==> src/rtl/uart_rx_pkg.sv <==
// Shared types and constants for the UART receive frame controller.
// The sample and decision offsets are measured from the middle of the bit, which is Prescale/2.
package uart_rx_pkg;

  typedef enum logic [2:0] {
    IDLE,
    START,
    DATA,
    PARITY,
    STOP
  } rx_state_e;

  localparam logic PAR_EVEN = 1'b0;
  localparam logic PAR_ODD  = 1'b1;

  localparam int SMP_OFS_EARLY = -2;
  localparam int SMP_OFS_MID   = -1;
  localparam int SMP_OFS_LATE  = 0;
  localparam int DECIDE_OFS    = 1;

  // Wraps modulo 64 on purpose, so that negative offsets reduce correctly.
  function automatic logic [5:0] mid_offset(input logic [5:0] prescale, input int ofs);
    return (prescale >> 1) + 6'(ofs);
  endfunction

  function automatic logic majority3(input logic [2:0] s);
    return (s[0] & s[1]) | (s[0] & s[2]) | (s[1] & s[2]);
  endfunction

endpackage

==> src/rtl/uart_rx_frame_ctrl_if.sv <==
// This interface carries the frame controller's line, config, counter and result signals.
// The slave side is the controller. The master side is the environment that drives it.
interface uart_rx_frame_ctrl_if #(
  parameter int DATA_WIDTH = 8
);
  logic                  RX_IN;
  logic [5:0]            Prescale;
  logic                  PAR_EN;
  logic                  PAR_TYP;
  logic [4:0]            edge_cnt;
  logic [3:0]            bit_cnt;
  logic                  cnt_enable;
  logic [DATA_WIDTH-1:0] P_DATA;
  logic                  data_valid;
  logic                  par_err;
  logic                  stp_err;

  modport slave (
    input  RX_IN, Prescale, PAR_EN, PAR_TYP, edge_cnt, bit_cnt,
    output cnt_enable, P_DATA, data_valid, par_err, stp_err
  );

  modport master (
    output RX_IN, Prescale, PAR_EN, PAR_TYP, edge_cnt, bit_cnt,
    input  cnt_enable, P_DATA, data_valid, par_err, stp_err
  );
endinterface

==> src/rtl/uart_rx_data_sampler.sv <==
// Captures RX_IN at three edge counts around the middle of the bit.
// The bit value is the majority vote of those three captures.
module uart_rx_data_sampler
  import uart_rx_pkg::*;
(
  input  logic       clk,
  input  logic       rst_n,
  input  logic       sample_en_i,
  input  logic       rx_i,
  input  logic [5:0] prescale_i,
  input  logic [5:0] edge_i,
  output logic       bit_o
);

  logic [2:0] smp_q;
  logic [5:0] hit_edge [3];

  assign hit_edge[0] = mid_offset(prescale_i, SMP_OFS_EARLY);
  assign hit_edge[1] = mid_offset(prescale_i, SMP_OFS_MID);
  assign hit_edge[2] = mid_offset(prescale_i, SMP_OFS_LATE);

  always_ff @(posedge clk or negedge rst_n) begin
    if (!rst_n) begin
      smp_q <= '0;
    end else if (sample_en_i) begin
      for (int i = 0; i < 3; i++) begin
        if (edge_i == hit_edge[i]) smp_q[i] <= rx_i;
      end
    end
  end

  assign bit_o = majority3(smp_q);

endmodule

==> src/rtl/uart_rx_frame_ctrl.sv <==
// UART receive frame FSM: it enables the bit counter, deserializes the payload LSB-first,
// and checks the start, parity and stop bits. It reports each frame with a one-cycle pulse.
module uart_rx_frame_ctrl
  import uart_rx_pkg::*;
#(
  parameter int DATA_WIDTH = 8
) (
  input  logic                 clk,
  input  logic                 rst_n,
  uart_rx_frame_ctrl_if.slave  bus
);

  localparam logic [3:0] BIT_AFTER_DATA = 4'(DATA_WIDTH + 1);
  localparam logic [3:0] BIT_AFTER_PAR  = 4'(DATA_WIDTH + 2);

  rx_state_e             state_q;
  logic                  cnt_enable_q;
  logic [DATA_WIDTH-1:0] p_data_q;
  logic [DATA_WIDTH-1:0] shift_q;
  logic                  data_valid_q;
  logic                  par_err_q;
  logic                  stp_err_q;
  logic                  par_fail_q;
  logic                  par_en_q;
  logic                  par_typ_q;

  logic [5:0] edge_w;
  logic       decide;
  logic       sample_en;
  logic       rx_bit;
  logic       par_expect;

  assign edge_w     = {1'b0, bus.edge_cnt};
  assign decide     = (edge_w == mid_offset(bus.Prescale, DECIDE_OFS));
  assign sample_en  = (state_q != IDLE);
  assign par_expect = (^shift_q) ^ (par_typ_q == PAR_ODD);

  uart_rx_data_sampler u_sampler (
    .clk        (clk),
    .rst_n      (rst_n),
    .sample_en_i(sample_en),
    .rx_i       (bus.RX_IN),
    .prescale_i (bus.Prescale),
    .edge_i     (edge_w),
    .bit_o      (rx_bit)
  );

  always_ff @(posedge clk or negedge rst_n) begin
    if (!rst_n) begin
      state_q      <= IDLE;
      cnt_enable_q <= 1'b0;
      p_data_q     <= '0;
      shift_q      <= '0;
      data_valid_q <= 1'b0;
      par_err_q    <= 1'b0;
      stp_err_q    <= 1'b0;
      par_fail_q   <= 1'b0;
      par_en_q     <= 1'b0;
      par_typ_q    <= PAR_EVEN;
    end else begin
      data_valid_q <= 1'b0;
      par_err_q    <= 1'b0;
      stp_err_q    <= 1'b0;
      unique case (state_q)
        IDLE: begin
          cnt_enable_q <= 1'b0;
          if (!bus.RX_IN) begin
            state_q      <= START;
            cnt_enable_q <= 1'b1;
            par_en_q     <= bus.PAR_EN;
            par_typ_q    <= bus.PAR_TYP;
            par_fail_q   <= 1'b0;
          end
        end
        START: begin
          if (decide && rx_bit) begin
            state_q      <= IDLE;
            cnt_enable_q <= 1'b0;
          end else if (bus.bit_cnt == 4'd1) begin
            state_q <= DATA;
          end
        end
        DATA: begin
          if (bus.bit_cnt == BIT_AFTER_DATA) begin
            state_q <= par_en_q ? PARITY : STOP;
          end else if (decide) begin
            shift_q <= {rx_bit, shift_q[DATA_WIDTH-1:1]};
          end
        end
        PARITY: begin
          if (bus.bit_cnt == BIT_AFTER_PAR) begin
            state_q <= STOP;
          end else if (decide && (rx_bit != par_expect)) begin
            par_fail_q <= 1'b1;
          end
        end
        STOP: begin
          // Leave half a bit early so that a back-to-back start edge is seen in IDLE.
          if (decide) begin
            state_q      <= IDLE;
            cnt_enable_q <= 1'b0;
            stp_err_q    <= ~rx_bit;
            par_err_q    <= par_fail_q;
            if (rx_bit && !par_fail_q) begin
              p_data_q     <= shift_q;
              data_valid_q <= 1'b1;
            end
          end
        end
        default: begin
          state_q      <= IDLE;
          cnt_enable_q <= 1'b0;
        end
      endcase
    end
  end

  assign bus.cnt_enable = cnt_enable_q;
  assign bus.P_DATA     = p_data_q;
  assign bus.data_valid = data_valid_q;
  assign bus.par_err    = par_err_q;
  assign bus.stp_err    = stp_err_q;

endmodule
==> src/flat_wrapper.sv <==
// flat-port wrapper written by rule: the top's interface ports become plain ports
module uart_rx_frame_ctrl_flat import uart_rx_pkg::*;
#(
  parameter int DATA_WIDTH = 8
)
  (clk, rst_n, bus_RX_IN, bus_Prescale, bus_PAR_EN, bus_PAR_TYP, bus_edge_cnt, bus_bit_cnt, bus_cnt_enable, bus_P_DATA, bus_data_valid, bus_par_err, bus_stp_err);
  uart_rx_frame_ctrl_if #(.DATA_WIDTH(DATA_WIDTH)) bus_i ();
  input  logic clk;
  input  logic rst_n;
  input wire logic [$bits(bus_i.RX_IN)-1:0] bus_RX_IN;
  input wire logic [$bits(bus_i.Prescale)-1:0] bus_Prescale;
  input wire logic [$bits(bus_i.PAR_EN)-1:0] bus_PAR_EN;
  input wire logic [$bits(bus_i.PAR_TYP)-1:0] bus_PAR_TYP;
  input wire logic [$bits(bus_i.edge_cnt)-1:0] bus_edge_cnt;
  input wire logic [$bits(bus_i.bit_cnt)-1:0] bus_bit_cnt;
  output wire logic [$bits(bus_i.cnt_enable)-1:0] bus_cnt_enable;
  output wire logic [$bits(bus_i.P_DATA)-1:0] bus_P_DATA;
  output wire logic [$bits(bus_i.data_valid)-1:0] bus_data_valid;
  output wire logic [$bits(bus_i.par_err)-1:0] bus_par_err;
  output wire logic [$bits(bus_i.stp_err)-1:0] bus_stp_err;
  assign bus_i.RX_IN = bus_RX_IN;
  assign bus_i.Prescale = bus_Prescale;
  assign bus_i.PAR_EN = bus_PAR_EN;
  assign bus_i.PAR_TYP = bus_PAR_TYP;
  assign bus_i.edge_cnt = bus_edge_cnt;
  assign bus_i.bit_cnt = bus_bit_cnt;
  assign bus_cnt_enable = bus_i.cnt_enable;
  assign bus_P_DATA = bus_i.P_DATA;
  assign bus_data_valid = bus_i.data_valid;
  assign bus_par_err = bus_i.par_err;
  assign bus_stp_err = bus_i.stp_err;
  uart_rx_frame_ctrl #(.DATA_WIDTH(DATA_WIDTH)) u_core (.clk(clk), .rst_n(rst_n), .bus(bus_i));
endmodule
==> config.mk <==
export PLATFORM = sky130hd
export DESIGN_NAME = uart_rx_frame_ctrl_flat
export DESIGN_NICKNAME = d
export VERILOG_FILES = /design/src/rtl/uart_rx_pkg.sv /design/src/rtl/uart_rx_frame_ctrl_if.sv /design/src/rtl/uart_rx_data_sampler.sv /design/src/rtl/uart_rx_frame_ctrl.sv /design/src/flat_wrapper.sv
export SDC_FILE = /design/constraint.sdc
export NUM_CORES = 1
export LEC_CHECK = 0
export ABC_CLOCK_PERIOD_IN_PS = 3360
export CAP_MARGIN = 20
export CORE_MARGIN = 2
export CORE_UTILIZATION = 56
export CTS_CLUSTER_DIAMETER = 200
export DETAILED_ROUTE_END_ITERATION = 6
export PLACE_DENSITY = 0.84
export REMOVE_ABC_BUFFERS = 1
export SLEW_MARGIN = 40
export SYNTH_ARGS = -nofsm -noshare
export SYNTH_HDL_FRONTEND = slang
export SYNTH_SLANG_ARGS = --single-unit
==> constraint.sdc <==
create_clock -name clk -period 3.36 [get_ports clk]
set_clock_uncertainty 0.05 [all_clocks]
set_input_delay 1.008 -clock clk [delete_from_list [all_inputs] [get_ports clk]]
set_output_delay 1.008 -clock clk [all_outputs]
set_load 0.05 [all_outputs]
* After elaboration in Yosys (flattened, before gate mapping)
Cells that the tools add are included.
** Storage, ports and cells
- Register bits after elaboration :: 29
- Input port bits :: 20
- Output and inout port bits :: 12
- Logic and storage cells :: 87
** Operators by class
- Add/sub/neg operators :: 3
- Eq/ne operators :: 20
- Muxes and demuxes :: 23
- Bitwise logic cells :: 10
- Reduce and logical (&&, ||, !) cells :: 18
** Operators with widths (count)
- two-way mux 3 bit :: 7
- == test 5 x 6 -> 1 bit :: 3
- case mux 3 bit (5 select lines) :: 1
- two-way mux 1 bit :: 13
- adder 5 x 6 -> 6 bit (second input constant) :: 2
- inequality test 2 x 1 -> 1 bit (second input constant) :: 5
- AND reduction 3 bit :: 3
- == test 4 bit (second input constant) :: 2
- AND reduction 2 bit :: 4
- XOR reduction 8 bit :: 1
- adder 5 x 1 -> 6 bit (second input constant) :: 1
- == test 3 x 2 -> 1 bit (second input constant) :: 2
- == test 5 bit :: 1
- AND reduction 5 bit :: 1
- == test 4 x 1 -> 1 bit (second input constant) :: 1
- inequality test 2 bit (second input constant) :: 2
- NOT 1 bit :: 4
- case mux 1 bit (4 select lines) :: 1
- AND reduction 4 bit :: 1
- AND 1 bit :: 3
- == test 3 x 1 -> 1 bit (second input constant) :: 1
- == test 3 bit (second input constant) :: 1
- logical AND 1 bit :: 3
- logical NOT 3 bit :: 1
- 9 further kinds :: 10

* Logic depth before layout (Yosys ltp)
Gate-level depths: netlist of run 1.
- Depth after elaboration :: 8
- Gate-level depth with buffers :: 8
- Mapped depth without buffers :: 7

* By module
From an unflattened synthesis of run 1, not the netlist that was laid out.
** Unflattened totals
- Cells, all modules :: 170
- Area, all modules :: 1794.2 um2
** By module, submodules not included
- uart_rx_frame_ctrl :: times used 1, cells each 123, area an instance 1361.3 um2, sequential area each 650.6 um2
- uart_rx_data_sampler :: times used 1, cells each 47, area an instance 432.9 um2, sequential area each 75.1 um2

* Worst setup path after synthesis of run 1
No wires, ideal clock.
- Path kind :: input port to flip-flop
- Start :: input port bus_Prescale[2]
- End :: register u_core.p_data_q[0], in the netlist u_core.bus.P_DATA[0]
- Setup time :: 125 ps
- Data arrival time :: 2568 ps
- Data required time :: 3185 ps
- Slack :: 618 ps
- Cell stages on the path :: 6
- Buffers on the path :: 0
- Cell sequence :: inv_1 > ha_1 > xor2_1 > a211o_1 > nor3_4 > mux2_2
** Between the ends
- Cells in the longest elaborated chain, start to end :: 3
** RTL lines
- start: declaration :: line flat_wrapper.sv:11 : input wire logic [$bits(bus_i.Prescale)-1:0] bus_Prescale;
- adder 5 x 1 -> 6 bit :: line uart_rx_pkg.sv:23 : return (prescale >> 1) + 6'(ofs);
- == test 5 x 6 -> 1 bit :: line uart_rx_frame_ctrl.sv:34 : assign decide = (edge_w == mid_offset(bus.Prescale, DECIDE_OFS));
- AND reduction 3 bit (no line)
- end signal: assignment :: line uart_rx_frame_ctrl.sv:105 : p_data_q <= shift_q;
- end: declaration :: line uart_rx_frame_ctrl.sv:18 : logic [DATA_WIDTH-1:0] p_data_q;
No other way between the ends.
A chain may end at the register's enable or synchronous reset.

* Final worst setup path of run 1
- Start :: input port bus_Prescale[2]
- End :: register u_core.p_data_q[1], in the netlist u_core.bus.P_DATA[1]
Same word-level chain as after synthesis.

==> results of run 1 <==
-- critical path: stages --
cell	delay (ns)
clkdlybuf4s50_1	0.50
inv_1	0.09
ha_1	0.29
xor2_1	0.17
a211o_1	0.33
nor3_4	0.24
buf_12	0.15
mux2_2	0.32
-- power by group through the flow --
stage / Combinational, mW / Clock, mW / Sequential, mW
after global placement: 0.376 / 0 / 0.479
final: 0.389 / 0.200 / 0.480
after global routing: 0.431 / 0.222 / 0.490
after detailed placement: 0.386 / 0 / 0.485
after floorplan: 0.254 / 0 / 0.485
after CTS: 0.393 / 0.205 / 0.478
-- registers in the layout (all words and copies together) (netlist names), 3 cells and up --
| name | count |
|---|---|
| u_core.state_q | 3 |
| u_core.bus.P_DATA | 8 |
| u_core.shift_q | 8 |
| u_core.u_sampler.smp_q | 3 |
-- layout make-up --
type | instances | area, um2 | area share [%]
inverters | 7 | 26.3 | 1.15
well taps | 44 | 55.1 | 2.41
multi-input cells | 125 | 1010 | 44.3
repair buffers | 41 | 408 | 17.9
flip-flops and latches | 29 | 726 | 31.8
clock inverters | 3 | 17.5 | 0.768
clock buffers | 5 | 37.5 | 1.65
-- how the worst max path moves through the flow --
stage | end | slack (ns)
after floorplan | u_core.bus.P_DATA[0] | 0.62
after global placement | u_core.bus.P_DATA[6] | 0.09
after detailed placement | u_core.bus.P_DATA[6] | 0.05
after CTS | u_core.state_q[0] | 0.37
after global routing | u_core.par_fail_q | 0.25
final | u_core.bus.P_DATA[1] | 0.40
-- logic make-up (layout without fill, tap and decap cells) --
kind of cell | after synthesis | in the layout | synth area share, %
and+or+nand+nor | 52 | 52 | 17.9
DFF | 29 | 29 | 40.5
AOI/OAI and AO/OA | 27 | 27 | 10.7
muxes | 21 | 21 | 13.2
xor gates and xnor gates | 19 | 19 | 10.5
buffers and inverters | 13 | 56 | 3.21
adders and majority gates | 6 | 6 | 4.05
-- metal layers --
metal	part of all wire (%)	vias to the layer above	wire, um	GRT usage (%)
li1	-	688	-	-
met1	43	671	1500	27.2
met2	51	50	1770	38.1
met3	4.0	8	137	5.33
met4	1.7	0	58	7.14
met5	0	-	0	0
-- stage by stage --
| stage | worst slack, ns | std cells | hold slack [ns] |
|---|---|---|---|
| after global placement | 0.0892 | 246 | 0.429 |
| after CTS | 0.373 | 254 | 0.463 |
| after detailed placement | 0.0544 | 246 | 0.441 |
| final | 0.398 | 254 | 0.459 |
| after floorplan | 0.618 | 161 | 0.406 |
| after global routing | 0.248 | 254 | 0.478 |
-- cell usage after synthesis, types with 2 or more instances --
cell type  number  share of area [%]
a211o_1         2               0.98
a21oi_1         4                1.1
buf_4           2               0.84
clkbuf_1        3               0.63
dfrtp_1        29                 40
ha_1            5                3.5
inv_1           7                1.5
mux2_2         21                 13
nand2_1         8                1.7
nand2b_1        6                2.1
nand3b_1        5                2.1
nand4b_1        3                1.5
nor2_1          7                1.5
nor2b_1         3                1.0
nor3_1          5                1.4
nor3_4          2                1.8
nor4_1          5                1.7
o211ai_1        2               0.84
o21ai_0         6                1.7
o22ai_1         2               0.70
xnor2_1        12                5.9
xor2_1          5                2.4
==> impl_metrics.tcl, run 1 <==
set metrics [dict create \
    yosysUniqueCellTypes 45 \
    seq_power_share_pct 44.9 \
    crit_type "in2reg" \
    postRouteAntennaNets 0 \
    port_buffers 30 \
    clk_pin_slew_worst_paths_ns 0.08 \
    final_max_slew_viol_count 0 \
    drt_iter0_drc 71 \
    syn_inst 167 \
    post_cts_buffers 0 \
    postCtsResizedCells 0 \
    dp_hpwl_um 2730 \
    ys.flop_type "dfrtp_1" \
    grt_pass1_vias 1384 \
    fmax_mhz 338 \
    cts_hold_buf 0 \
    cts_root_buf "clkbuf_4" \
    synth_area_per_cell_um2 10.7 \
    timing.final.crit_share_pct 88.2 \
    area_growth_pct 27.1 \
    hp-class "reg2reg" \
    antenna_found_initial 0 \
    cts-htree-levels 2 \
    relSlewSlack_pct 66.0 \
    yosysWarnings 0 \
    setup_viol 0 \
    ys_seq_area_share_pct 40.5 \
    period_needed_ns 2.96 \
    cts.path.max_buffers 2 \
    grt_usage_pct 22.1 \
    fin_area_um2 2280 \
    hold_viol_final 0 \
    final_util_pct 74.7 \
    rows 20 \
    status "complete, no violations" \
    die_width_um 60.6 \
    worstHoldPathCells 2 \
    cts_buffers 5 \
    arrival_ns 3.11 \
    grt_max_degree 30 \
    min-delay-start "u_core.par_fail_q" \
    clkPwrFrac_pct 18.7 \
    routedWlPerCell_um 13.6 \
    fillers 221 \
    r2r_setup_slack_ns 1.59 \
    dieArea_um2 3670 \
    clock_latency_ns 0.32 \
    finalWirelength_um 3470 \
    synth-async-reset-ratio_pct 100 \
    hold_end "u_core.par_fail_q" \
    max_cap_viol_count 0 \
    worstMarginPinSlew_ns 0.509 \
    vias 1417 \
    final_cell_mix "clkdlybuf4s50_1, dfrtp_1, mux2_2" \
    reg2reg_from "u_core.state_q[1]" \
    grt-ovfl-total 0 \
    intPower_mw 0.678 \
    nets 234 \
    avgViaCountPerCell 5.58 \
    cp.required_ns 3.51 \
    grt_pass1_wl_um 6040 \
    critPathLaunchType "primary input" \
    final_common_cell "clkdlybuf4s50_1" \
    drc 0 \
    drive_gt1_share_pct 21.9 \
    endpoint_kind "flop" \
    place_area_um2 2220 \
    coreArea_um2 3050 \
    swShare_pct 36.6 \
    n_antenna_cell 0 \
    syn-cell-area_um2 1790 \
    initial_utilization_pct 58.7 \
    fp.dieH_um 60.6 \
    startpoint "bus_Prescale[2]" \
    powerDensity_nw_per_um2 469 \
    synth-edff-count 0 \
    rr_worst_depth 5 \
    power.leakage_nw 0.987 \
    ys_ff_latch 29 \
    crit_fanout 9 \
    place_congestion 0.871 \
    rsz0062_at_grt "no" \
    ios 32 \
    comb_power_share_pct 36.4 \
    clock-sinks 29 \
    tns_ns 0 \
    irDropWorstVdd_mv 0.218 \
    r2r-end "u_core.bus.P_DATA[1]" \
    p_sw_mw 0.392 \
    power.total_mw 1.07 \
    dr.pass1.iters 4 \
    cts_tree "built" \
]
Power figures use the tool's default switching activity.
==> inputs of run 2 (changes only) <==
Settings changed: CAP_MARGIN 20 to default, CORE_UTILIZATION 56 to 65, DONT_BUFFER_PORTS from default to 1, PLACE_DENSITY 0.84 to 0.81.
==> run 2 against run 1 <==
Net effect: global-route usage up 0.97 points; flip-flop and latch count unchanged; cell count fell by 21%; highest routed layer unchanged; design area shrank 19%; die area decreased by 13%; non-clock buffer count decreased by 41; sequential share of layout area increased by 7.4 points; clock power fell by 2%; first-iteration DRC count decreased by 28%; setup slack better by 0.33 ns; sequential power increased by 4%.
==> impl_metrics.tcl, run 2 (synthesized netlist as in run 1, its figures left out) <==
set metrics [dict create \
    clk_pin_slew_worst_paths_ns 0.09 \
    grt-ovfl-total 0 \
    cts_tree "built" \
    postRouteAntennaNets 0 \
    cp_cell_sequence "inv_1 -> ha_1 -> xor2_1 -> a211o_1 -> nor3_4 -> mux2_2" \
    path_delay_family "simple AND/OR/NAND/NOR gates" \
    cpMaxStageDelayCell "nor3_4" \
    nets 193 \
    max_stage_delay_ns 0.48 \
    power.leakage_nw 0.817 \
    setup_viol 0 \
    final_cells 200 \
    cts_buffers 5 \
    hold_ws_ns 0.315 \
    final_common_cell "dfrtp_1" \
    final_cell_mix "dfrtp_1, mux2_2, xnor2_1" \
    hp-class "in2async" \
    place_ws_ns 0.399 \
    clock_latency_ns 0.32 \
    cts_root_buf "clkbuf_4" \
    rows 19 \
    port_buffers 0 \
    drc 0 \
    r2r_setup_slack_ns 1.48 \
    crit_type "in2reg" \
    postCtsResizedCells 0 \
    timing.final.crit_share_pct 78.3 \
    drive_gt1_share_pct 20.1 \
    antenna_found_initial 0 \
    place_congestion 0.915 \
    vias 1287 \
    period_needed_ns 2.63 \
    routedWlPerCell_um 15.9 \
    finalWirelength_um 3190 \
    area_growth_pct 3.28 \
    crit_buf_inv 1 \
    avgViaCountPerCell 6.44 \
    final_max_slew_viol_count 0 \
    post_cts_buffers 0 \
    placed_cells 192 \
    dp_hpwl_um 2420 \
    arrival_ns 2.79 \
    max_cap_viol_count 0 \
    grt_pass1_wl_um 5780 \
    dr.pass1.iters 4 \
    tns_ns 0 \
    fp.dieH_um 56.5 \
    fin_ws_ns 0.728 \
    cts-htree-levels 2 \
    dieArea_um2 3190 \
    critPathLaunchType "primary input" \
    status "complete, no violations" \
    relSlewSlack_pct 46.4 \
    cts_hold_buf 0 \
    fmax_mhz 380 \
    rsz0062_at_grt "no" \
    endpoint_kind "flop" \
    die_width_um 56.5 \
    cp.required_ns 3.52 \
    clock-sinks 29 \
    crit_fanout 9 \
    hold_viol_final 0 \
    coreArea_um2 2690 \
    drt_iter0_drc 51 \
    cts.path.max_buffers 2 \
    n_antenna_cell 0 \
    worstMarginPinSlew_ns 0.797 \
    grt_usage_pct 23.1 \
    final_util_pct 68.9 \
    grt_max_degree 30 \
    grt_pass1_vias 1325 \
    powerDensity_nw_per_um2 538 \
    initial_utilization_pct 66.7 \
    ios 32 \
    irDropWorstVdd_mv 0.465 \
]
[run 2: changes by cell type in the layout (fill, tap and decap cells not counted)]
cell	change
buf_12	-2
clkinvlp_4	-1
clkdlybuf4s50_1	-30
clkbuf_1	+1
buf_4	-9
[run 2: worst paths after layout]
path,start,end,cells past startpoint
setup reg to reg,u_core.state_q[0],u_core.bus.P_DATA[1],4
min in group clk,u_core.par_fail_q,u_core.par_fail_q,2
hold / removal,rst_n,u_core.state_q[1],0
max in group asynchronous,rst_n,u_core.par_typ_q,0
setup / recovery,bus_Prescale[1],u_core.bus.P_DATA[1],6
hold reg to reg,u_core.par_fail_q,u_core.par_fail_q,2
[run 2: worst register-to-register path: cells and delay by family, from the launching register on]
family	cells	cell delay (ns)
simple gates	3	0.83
mux	1	0.39
flops	1	0.50
[run 2: power by group]
part           internal, mW  switching [mW]  leakage [nW]
combinational         0.153           0.149         0.396
clock                0.0795           0.116        0.0320
sequential            0.406          0.0934         0.389
total                 0.638           0.359         0.817
[run 2: metrics by stage]
| stage | area, um2 | power, mW |
|---|---|---|
| detailed placement | 1800 | 0.808 |
| finish | 1850 | 0.997 |
| CTS | 1850 | 1.00 |
| floorplan | 1760 | 0.738 |
| global placement | 1800 | 0.792 |
| global route | 1850 | 1.06 |
[run 2: layer usage]
metal	share of wire, %	up-vias	track usage (%)
li1	-	609	-
met1	44	633	31.3
met2	47	40	34.4
met3	7.4	5	7.37
met4	1.3	0	9.18
met5	0	-	0
[run 2: final cells by class]
class                   instances  area (um2)
fillers                       191         835
inverters                       7        26.3
multi-input cells             125        1010
flip-flops and latches         29         726
well taps                      31        38.8
clock inverters                 2        10.0
clock buffers                   6        41.3
